[src/rtl/su_mac_pkg.sv]
// Shared types and helpers for the signed x unsigned MAC accumulate path.
// Saturation bounds are used only when SU_ACC_SAT_EN is defined.
package su_mac_pkg;

    localparam int PROD_W = 8;

    typedef enum logic {ST_ACC, ST_OUT} su_acc_state_t;

    function automatic longint sat_max(input int w);
        return (longint'(1) << (w - 1)) - 1;
    endfunction

    function automatic longint sat_min(input int w);
        return -(longint'(1) << (w - 1));
    endfunction

endpackage

[src/rtl/su_sat_add.sv]
// Adds a sign-extended 8-bit product to an ACC_W accumulator.
// SU_ACC_SAT_EN selects a clamping add with a sat flag; otherwise the add wraps and sat is 0.
module su_sat_add
    import su_mac_pkg::*;
#(
    parameter int ACC_W = 16
) (
    input  logic signed [ACC_W-1:0]  acc_in,
    input  logic        [PROD_W-1:0] prod,
    output logic signed [ACC_W-1:0]  sum,
    output logic                     sat
);

    logic signed [ACC_W-1:0] prod_ext;

    assign prod_ext = {{(ACC_W-PROD_W){prod[PROD_W-1]}}, prod};

`ifdef SU_ACC_SAT_EN
    localparam logic signed [ACC_W-1:0] MAX_V = ACC_W'(sat_max(ACC_W));
    localparam logic signed [ACC_W-1:0] MIN_V = ACC_W'(sat_min(ACC_W));

    logic [ACC_W:0] wide;

    // One guard bit: overflow shows as the top two bits disagreeing.
    always_comb begin
        wide = {acc_in[ACC_W-1], acc_in} + {prod_ext[ACC_W-1], prod_ext};
        sum  = wide[ACC_W-1:0];
        sat  = 1'b0;
        if (wide[ACC_W] != wide[ACC_W-1]) begin
            sat = 1'b1;
            sum = wide[ACC_W] ? MIN_V : MAX_V;
        end
    end
`else
    assign sum = acc_in + prod_ext;
    assign sat = 1'b0;
`endif

endmodule

[src/rtl/su_prod_accum.sv]
// Accumulates signed 8-bit products into one ACC_W result per vector (valid/ready both sides).
// Build option SU_ACC_SAT_EN enables per-add saturation and the out_sat report.
//
//   state  | meaning
//   ST_ACC | taking beats, summing into acc_q; vector closes on in_last or MAX_TERMS
//   ST_OUT | result held on out_*, waiting for out_ready; input stalled
module su_prod_accum
    import su_mac_pkg::*;
#(
    parameter  int ACC_W     = 16,
    parameter  int MAX_TERMS = 256,
    localparam int CNT_W     = $clog2(MAX_TERMS + 1)
) (
    input  logic                    clk,
    input  logic                    rst_n,
    input  logic                    clr,
    input  logic                    in_valid,
    output logic                    in_ready,
    input  logic        [PROD_W-1:0] in_prod,
    input  logic                    in_last,
    output logic                    out_valid,
    input  logic                    out_ready,
    output logic signed [ACC_W-1:0] out_acc,
    output logic        [CNT_W-1:0] out_count,
    output logic                    out_sat
);

    su_acc_state_t           state_q, state_d;
    logic signed [ACC_W-1:0] acc_q, acc_d;
    logic        [CNT_W-1:0] cnt_q, cnt_d;
    logic                    sat_q, sat_d;
    logic signed [ACC_W-1:0] out_acc_q, out_acc_d;
    logic        [CNT_W-1:0] out_count_q, out_count_d;
    logic                    out_sat_q, out_sat_d;

    logic signed [ACC_W-1:0] add_sum;
    logic                    add_sat;
    logic        [CNT_W-1:0] cnt_inc;
    logic                    take;

    su_sat_add #(.ACC_W(ACC_W)) u_add (
        .acc_in (acc_q),
        .prod   (in_prod),
        .sum    (add_sum),
        .sat    (add_sat)
    );

    assign in_ready  = (state_q == ST_ACC) & ~clr;
    assign out_valid = (state_q == ST_OUT);
    assign take      = in_valid & in_ready;
    assign cnt_inc   = cnt_q + CNT_W'(1);

    assign out_acc   = out_acc_q;
    assign out_count = out_count_q;
    assign out_sat   = out_sat_q;

    always_comb begin
        state_d     = state_q;
        acc_d       = acc_q;
        cnt_d       = cnt_q;
        sat_d       = sat_q;
        out_acc_d   = out_acc_q;
        out_count_d = out_count_q;
        out_sat_d   = out_sat_q;
        case (state_q)
            ST_ACC: begin
                if (clr) begin
                    acc_d = '0;
                    cnt_d = '0;
                    sat_d = 1'b0;
                end else if (take) begin
                    acc_d = add_sum;
                    cnt_d = cnt_inc;
                    sat_d = sat_q | add_sat;
                    // Output registers load only here, so they keep showing the last result in ST_ACC.
                    if (in_last || (cnt_inc == CNT_W'(MAX_TERMS))) begin
                        out_acc_d   = add_sum;
                        out_count_d = cnt_inc;
                        out_sat_d   = sat_q | add_sat;
                        state_d     = ST_OUT;
                    end
                end
            end
            ST_OUT: begin
                if (out_ready) begin
                    acc_d   = '0;
                    cnt_d   = '0;
                    sat_d   = 1'b0;
                    state_d = ST_ACC;
                end
            end
            default: state_d = ST_ACC;
        endcase
    end

    always_ff @(posedge clk or negedge rst_n) begin
        if (!rst_n) begin
            state_q     <= ST_ACC;
            acc_q       <= '0;
            cnt_q       <= '0;
            sat_q       <= 1'b0;
            out_acc_q   <= '0;
            out_count_q <= '0;
            out_sat_q   <= 1'b0;
        end else begin
            state_q     <= state_d;
            acc_q       <= acc_d;
            cnt_q       <= cnt_d;
            sat_q       <= sat_d;
            out_acc_q   <= out_acc_d;
            out_count_q <= out_count_d;
            out_sat_q   <= out_sat_d;
        end
    end

endmodule

[config.mk]
export PLATFORM = sky130hd
export DESIGN_NAME = su_prod_accum
export DESIGN_NICKNAME = d
export VERILOG_FILES = /design/src/rtl/su_mac_pkg.sv /design/src/rtl/su_sat_add.sv /design/src/rtl/su_prod_accum.sv
export SDC_FILE = /design/constraint.sdc
export NUM_CORES = 1
export LEC_CHECK = 0
export CAP_MARGIN = 0
export CORE_ASPECT_RATIO = 0.9
export CORE_MARGIN = 1
export CORE_UTILIZATION = 39
export DETAILED_ROUTE_END_ITERATION = 8
export SETUP_SLACK_MARGIN = 0.2
export SLEW_MARGIN = 20
export SYNTH_ARGS = -nofsm -noshare
export SYNTH_HDL_FRONTEND = slang
export SYNTH_SLANG_ARGS = --single-unit
[constraint.sdc]
create_clock -name clk -period 2.8 [get_ports clk]
set_input_delay 0.28 -clock clk [delete_from_list [all_inputs] [get_ports clk]]
set_output_delay 0.28 -clock clk [all_outputs]
set_load 0.03 [all_outputs]
==> results of run 1 <==
-- worst max-delay path: cells and delay by family --
family | cells | cell delay, ns
AOI/OAI and AO/OA | 3 | 0.83
xor gates and xnor gates | 1 | 0.16
adders and majority gates | 2 | 0.63
buffers and inverters | 1 | 0.41
muxes | 1 | 0.26
and+or+nand+nor | 1 | 0.09
-- state kept, by name, indices dropped and copies added (netlist names) --
register	flops
out_count	9
cnt_q	9
out_acc	16
acc_q	16
out_valid	1
-- Yosys cell counts, types with 3 or more instances --
cell type,number
mux2_2,6
nand2_1,17
nor3_1,5
xnor2_1,11
nand3_1,6
dfrtp_1,51
a211oi_1,3
clkbuf_1,8
a21oi_1,10
mux2i_1,5
a21o_1,5
buf_4,3
o21ai_0,14
nand2b_1,3
a22o_1,18
a31oi_1,3
o31ai_1,3
inv_1,7
mux2_4,15
xor2_1,8
ha_1,17
nor2_1,12
-- per-layer routing --
| layer | part of all wire (%) | wire [um] | up-vias |
|---|---|---|---|
| met3 | 3.6 | 233 | 2 |
| met4 | 0.63 | 41 | 0 |
| li1 | - | - | 1094 |
| met2 | 44 | 2850 | 45 |
| met5 | 0 | 0 | - |
| met1 | 52 | 3370 | 1117 |
-- worst max-delay path by stage --
stage | depth (start not counted) | to | startpoint
2_1_floorplan | 7 | out_acc[10]$_DFFE_PN0P_ | out_valid$_DFF_PN0_
3_3_place_gp | 9 | out_acc[12]$_DFFE_PN0P_ | in_prod[0]
3_5_place_dp | 9 | out_acc[12]$_DFFE_PN0P_ | in_prod[0]
4_1_cts | 9 | out_acc[12]$_DFFE_PN0P_ | in_prod[0]
5_1_grt | 8 | out_acc[9]$_DFFE_PN0P_ | in_prod[1]
6_report | 9 | out_acc[12]$_DFFE_PN0P_ | in_prod[0]
-- placed cells by master (no fill, tap or decap), types with 3 or more instances in the layout --
master and count:
mux2i_1 5, nand2_1 17, nand2b_1 3, nand3_1 6
mux2_4 15, a21o_1 5, o21ai_0 14, a21oi_1 9
a31oi_1 3, buf_4 19, dfrtp_1 51, nor3_1 5
inv_1 7, clkbuf_8 5, xor2_1 8, mux2_2 6
nor2_1 12, a22o_1 18, ha_1 16, a211oi_1 3
xnor2_1 11, clkdlybuf4s50_1 39
-- through the flow --
| step | std cells | hold WS (ns) | area [um^2] |
|---|---|---|---|
| floorplan | 268 | -0.0156 | 3000 |
| global placement | 407 | 0.310 | 3580 |
| detailed placement | 407 | 0.320 | 3580 |
| CTS | 416 | 0.517 | 3680 |
| global route | 416 | 0.532 | 3710 |
| finish | 416 | 0.505 | 3710 |
-- report_power, final --
part,internal [W],total [W],switching [W]
Sequential,0.000888,0.000987,0.0000986
Clock,0.000175,0.000413,0.000237
Combinational,0.000564,0.00118,0.000611
-- repair_timing --
action	CTS	global route
pin swaps	0	1
setup endpoints to repair	1	22
hold buffers	1	0
hold endpoints to repair	18	0
gates resized for setup	1	5
-- cells by family (layout without fill, tap and decap cells) --
logic type               after synthesis  count (layout)
multiplexers                          26              26
XOR/XNOR                              19              19
buffers and inverters                 22              77
AO/OA/AOI/OAI                         72              72
AND/OR/NAND/NOR                       59              59
adder cells (fa/ha/maj)               18              18
flip-flops                            51              51
other                                  1               1
-- cell type report --
cell class | instances | share of cell area (%)
clock buffers | 6 | 1.96
clock inverters | 2 | 0.337
inverters | 7 | 0.708
multi-input cells | 195 | 43.6
flip-flops and latches | 51 | 34.4
well taps | 93 | 3.14
repair buffers | 62 | 15.8
==> flow_summary.yaml, run 1 <==
grt:
  grt_max_degree: 28
  met1_usage_pct: 26.0
  grt_use_met2_pct: 27.2
  grt_pass1_vias: 2320
  grt_first_pass_wirelength_um: 11100
  grt.total_usage_pct: 17.6
  use_met3_pct: 2.78
  grt-busiest-layer: "met2"
  overflow: 0
  antenna_found_initial: 0
floorplan:
  fp-row-count: 29
  die_h_um: 85.2
  ios: 42
  die_w_um: 94.5
  core-area_um2: 7260
  die_area_um2: 8050
  start_util_pct: 41.3
yosys:
  synth_compound_area_share_pct: 17.4
  synth_top_family_by_area: "compound AO/OA/AOI/OAI gates"
  ys_top_cells_by_area: "dfrtp_1 43%, mux2_4 7.5%, ha_1 7.1%"
  synthMuxAreaShare_pct: 11.4
  synthFlopType: "dfrtp_1"
  syn_avg_cell_area_um2: 11.2
  netlist_instances: 268
  synth_edf_count: 0
  ys_types: 51
  synth_fa_ha_area_share_pct: 7.76
  synth_top_area_share_pct: 42.5
  synth_area_um2: 3000
  synthSimpleGateAreaFrac_pct: 10.5
  syn_nets: 300
  synthArstFlopShare_pct: 100
  seq_area_frac_synth_pct: 42.5
  synth-xor-area-share_pct: 5.55
  synth-seq-cells: 51
  synth_area_leader_cell: "dfrtp_1"
  yosys_warnings: 0
sta:
  setup_tns_ns: 0
  slew_headroom_pct: 61.3
  rsz0062_at_grt: "false"
  skew_ns: 0.0145
  final.min_clock_period_ns: 2.48
  hold_viol: 0
  fmax_mhz: 402
  slew_violations: 0
  worst_pin_slew_ns: 0.575
  fin_crit_sh_pct: 88.7
  setup_slack_ns: 0.315
  setup_viol: 0
worst_setup_path:
  worstSetupPathType: "in2reg"
  r2r-start: "acc_q[0]$_DFFE_PN0P_"
  startpoint_type: "input port"
  worstPathRequired_ns: 2.99
  slowest_stage: "clkdlybuf4s50_1"
  setup.worst_path.end_class: "register"
  cp.arrival_ns: 2.67
  crit_path_max_fanout: 3
  path_cells: "clkdlybuf4s50_1 > ha_1 > fa_1 > a21o_1 > a311o_1 > a2111oi_4 > nor2_1 > xor2_1 > mux2_4"
  reg2reg_to: "out_acc[12]$_DFFE_PN0P_"
  r2r_setup_slack_ns: 0.34
  reg2reg_depth: 8
  critPathMaxStageDelay_ns: 0.41
clock_network:
  clkLatencyLatePin_ns: 0.30
  root_buffer: "clkbuf_8"
  htree_levels: 2
  cts-buffers-inserted: 5
  clkSinkCount: 51
  cts_tree: "yes"
  path_clk_slew_ns: 0.09
  cts_setup_buffers: 0
  clk_path_buf_depth: 2
place:
  place_congestion: 0.842
  place_hpwl_um: 4670
  place_ws_ns: -0.143
  port_buffers: 40
drt:
  firstDrtPassIters: 4
  wl_um: 6500
  antenna_left: 0
  dr.first_iter.drc_count: 66
  wl_per_cell_um: 15.6
  vias: 2258
  vias_per_cell: 5.43
  drc_errors: 0
run_status:
  status: "finished clean"
layout:
  area_growth_pct: 23.7
  seqCellArea_um2: 1280
  fin_util_pct: 51.1
  antenna_cells: 0
  multi_input_area_um2: 1620
  fillCellCount: 683
  drive_gt1_share_pct: 19.2
  layout.nets: 354
worst_hold_path:
  hold_path_class: "in2async"
pwr:
  powerDensity_nw_per_um2: 694
  ir_drop_v: 0.000291
  leakage_nw: 1.68
  power.total_w: 0.00257
run:
  cap_violations: 0
(Power assumes the default switching activity.)
==> inputs of run 2 (changes only) <==
--- a/config.mk
+++ b/config.mk
@@ -11,6 +11,7 @@
 export CORE_UTILIZATION = 39
 export DETAILED_ROUTE_END_ITERATION = 8
 export SETUP_SLACK_MARGIN = 0.2
+export SKIP_CTS_REPAIR_TIMING = 1
 export SLEW_MARGIN = 20
 export SYNTH_ARGS = -nofsm -noshare
 export SYNTH_HDL_FRONTEND = slang
==> constraint.sdc (replaced) <==
create_clock -name clk -period 3.18 [get_ports clk]
set_input_delay 0.318 -clock clk [delete_from_list [all_inputs] [get_ports clk]]
set_output_delay 0.318 -clock clk [all_outputs]
set_load 0.03 [all_outputs]
==> run 2 against run 1 <==
Against the previous run:
- register-to-register slack better by 0.15 ns
- combinational power shrank 18%
- die area did not move
- wire length is 1.1% lower
- critical path type is now reg2reg
- critical path depth shrank 1
- setup slack improved by 0.18 ns
- non-clock buffer count fell by 16
- sequential power decreased by 12%
==> flow_summary.yaml, run 2 (synthesis gave the netlist of run 1 again) <==
run_status:
  status: "finished clean"
drt:
  wl_um: 6430
  vias: 2187
  wl_met1_um: 3360
  highest_layer: "met4"
  dr_wl_met3_um: 296
  dr.first_iter.drc_count: 99
  antenna_left: 0
  vias_per_cell: 5.48
  drc_errors: 0
  firstDrtPassIters: 4
  wl_met2_um: 2690
  wl_per_cell_um: 16.1
worst_setup_path:
  setup.worst_path.end_class: "register"
  reg2reg_to: "out_acc[5]$_DFFE_PN0P_"
  r2r_setup_slack_ns: 0.49
  worstPathRequired_ns: 3.38
  critPathMaxStageDelay_ns: 0.52
  crit_path_max_fanout: 15
  r2r-start: "cnt_q[0]$_DFFE_PN0P_"
  slowest_stage: "dfrtp_1"
  worstSetupPathType: "reg2reg"
  startpoint_type: "register"
  cp.arrival_ns: 2.89
  reg2reg_depth: 8
  path_cells: "ha_1 > nand2_1 > nor3_2 > xnor2_1 > nor4_1 > a22o_2 > buf_4 > mux2_2"
grt:
  grt_pass1_vias: 2274
  grt_first_pass_wirelength_um: 11100
  grt.total_usage_pct: 17.6
  antenna_found_initial: 0
  overflow: 0
  grt_max_degree: 38
sta:
  worst_pin_slew_ns: 0.841
  rsz0062_at_grt: "false"
  skew_ns: 0.00845
  setup_viol: 0
  hold_viol: 0
  slew_headroom_pct: 44.0
  slew_violations: 0
  fin_crit_sh_pct: 84.5
  fmax_mhz: 372
  setup_tns_ns: 0
  final.min_clock_period_ns: 2.69
layout:
  finalNonFillerCells: 399
  fillCellCount: 681
  seqCellArea_um2: 1280
  area_growth_pct: 18.4
  final_cell_mix: "51 x dfrtp_1, 39 x clkdlybuf4s50_1, 18 x a22o_1, 17 x nand2_1, 17 x ha_1"
  multi_input_area_um2: 1590
  drive_gt1_share_pct: 14.1
  layout.nets: 338
  final_common_cell: "dfrtp_1"
  antenna_cells: 0
run:
  cap_violations: 0
clock_network:
  root_buffer: "clkbuf_8"
  path_clk_slew_ns: 0.10
  clk_path_buf_depth: 2
  clkSinkCount: 51
  clkLatencyLatePin_ns: 0.31
  cts-buffers-inserted: 5
  htree_levels: 2
  cts_tree: "yes"
place:
  post-place-cells: 392
  port_buffers: 40
  place_hpwl_um: 4520
  place_congestion: 0.862
worst_hold_path:
  hold_path_class: "in2async"
floorplan:
  ios: 42
  die_h_um: 85.2
  start_util_pct: 41.3
  core-area_um2: 7260
  fp-row-count: 29
  die_area_um2: 8050
  die_w_um: 94.5
pwr:
  powerDensity_nw_per_um2: 645
  ir_drop_v: 0.000256
  leakage_nw: 1.60
run 2: per-layer routing:
| metal | global-route usage, % | vias to the layer above |
|---|---|---|
| met3 | 3.41 | 6 |
| met1 | 25.8 | 1071 |
| met2 | 26.4 | 46 |
| met4 | 4.96 | 0 |
| li1 | - | 1064 |
| met5 | 0 | - |
run 2: worst max path at each step:
stage / cells after the start / from / slack, ns / to
5_1_grt: 9 / in_prod[0] / 0.30 / out_acc[12]$_DFFE_PN0P_
3_5_place_dp: 9 / in_prod[0] / 0.19 / out_acc[12]$_DFFE_PN0P_
4_1_cts: 9 / in_prod[0] / 0.52 / out_acc[12]$_DFFE_PN0P_
3_3_place_gp: 9 / in_prod[0] / 0.19 / out_acc[12]$_DFFE_PN0P_
6_report: 8 / cnt_q[0]$_DFFE_PN0P_ / 0.49 / out_acc[5]$_DFFE_PN0P_
2_1_floorplan: 7 / out_valid$_DFF_PN0_ / 0.67 / out_acc[10]$_DFFE_PN0P_
run 2: final cells by class:
type                            count  area share (%)
Timing Repair Buffer               46            12.4
Clock inverter                      2            1.06
Inverter                            7           0.739
Tap cell                           93            3.27
Sequential cell                    51            35.9
Clock buffer                        5            1.94
Multi-Input combinational cell    195            44.7
run 2: critical path, delay by kind of cell, from the launching register on:
family	cells	cell delay, ns
buf+inv	1	0.27
xor+xnor	1	0.13
fa+ha+maj	1	0.36
compound gates	1	0.21
flops	1	0.52
mux	1	0.37
simple gates	3	0.70
run 2: report_power, final:
group	switching [W]	internal [W]	total [W]
logic	0.000519	0.000452	0.000971
registers	0.0000843	0.000782	0.000866
clock network	0.000225	0.000230	0.000455
run 2: per-stage QoR:
stage	hold slack, ns	total power, W	area (um^2)	setup WS, ns	utilization, %
3_3_place_gp	0.461	0.00184	3450	0.192	47.5
2_1_floorplan	0.0224	0.00151	3000	0.668	-
3_5_place_dp	0.472	0.00185	3450	0.191	47.5
4_1_cts	0.128	0.00231	3550	0.517	49.0
6_report	0.0980	0.00229	3550	0.494	49.0
5_1_grt	0.146	0.00243	3550	0.297	49.0
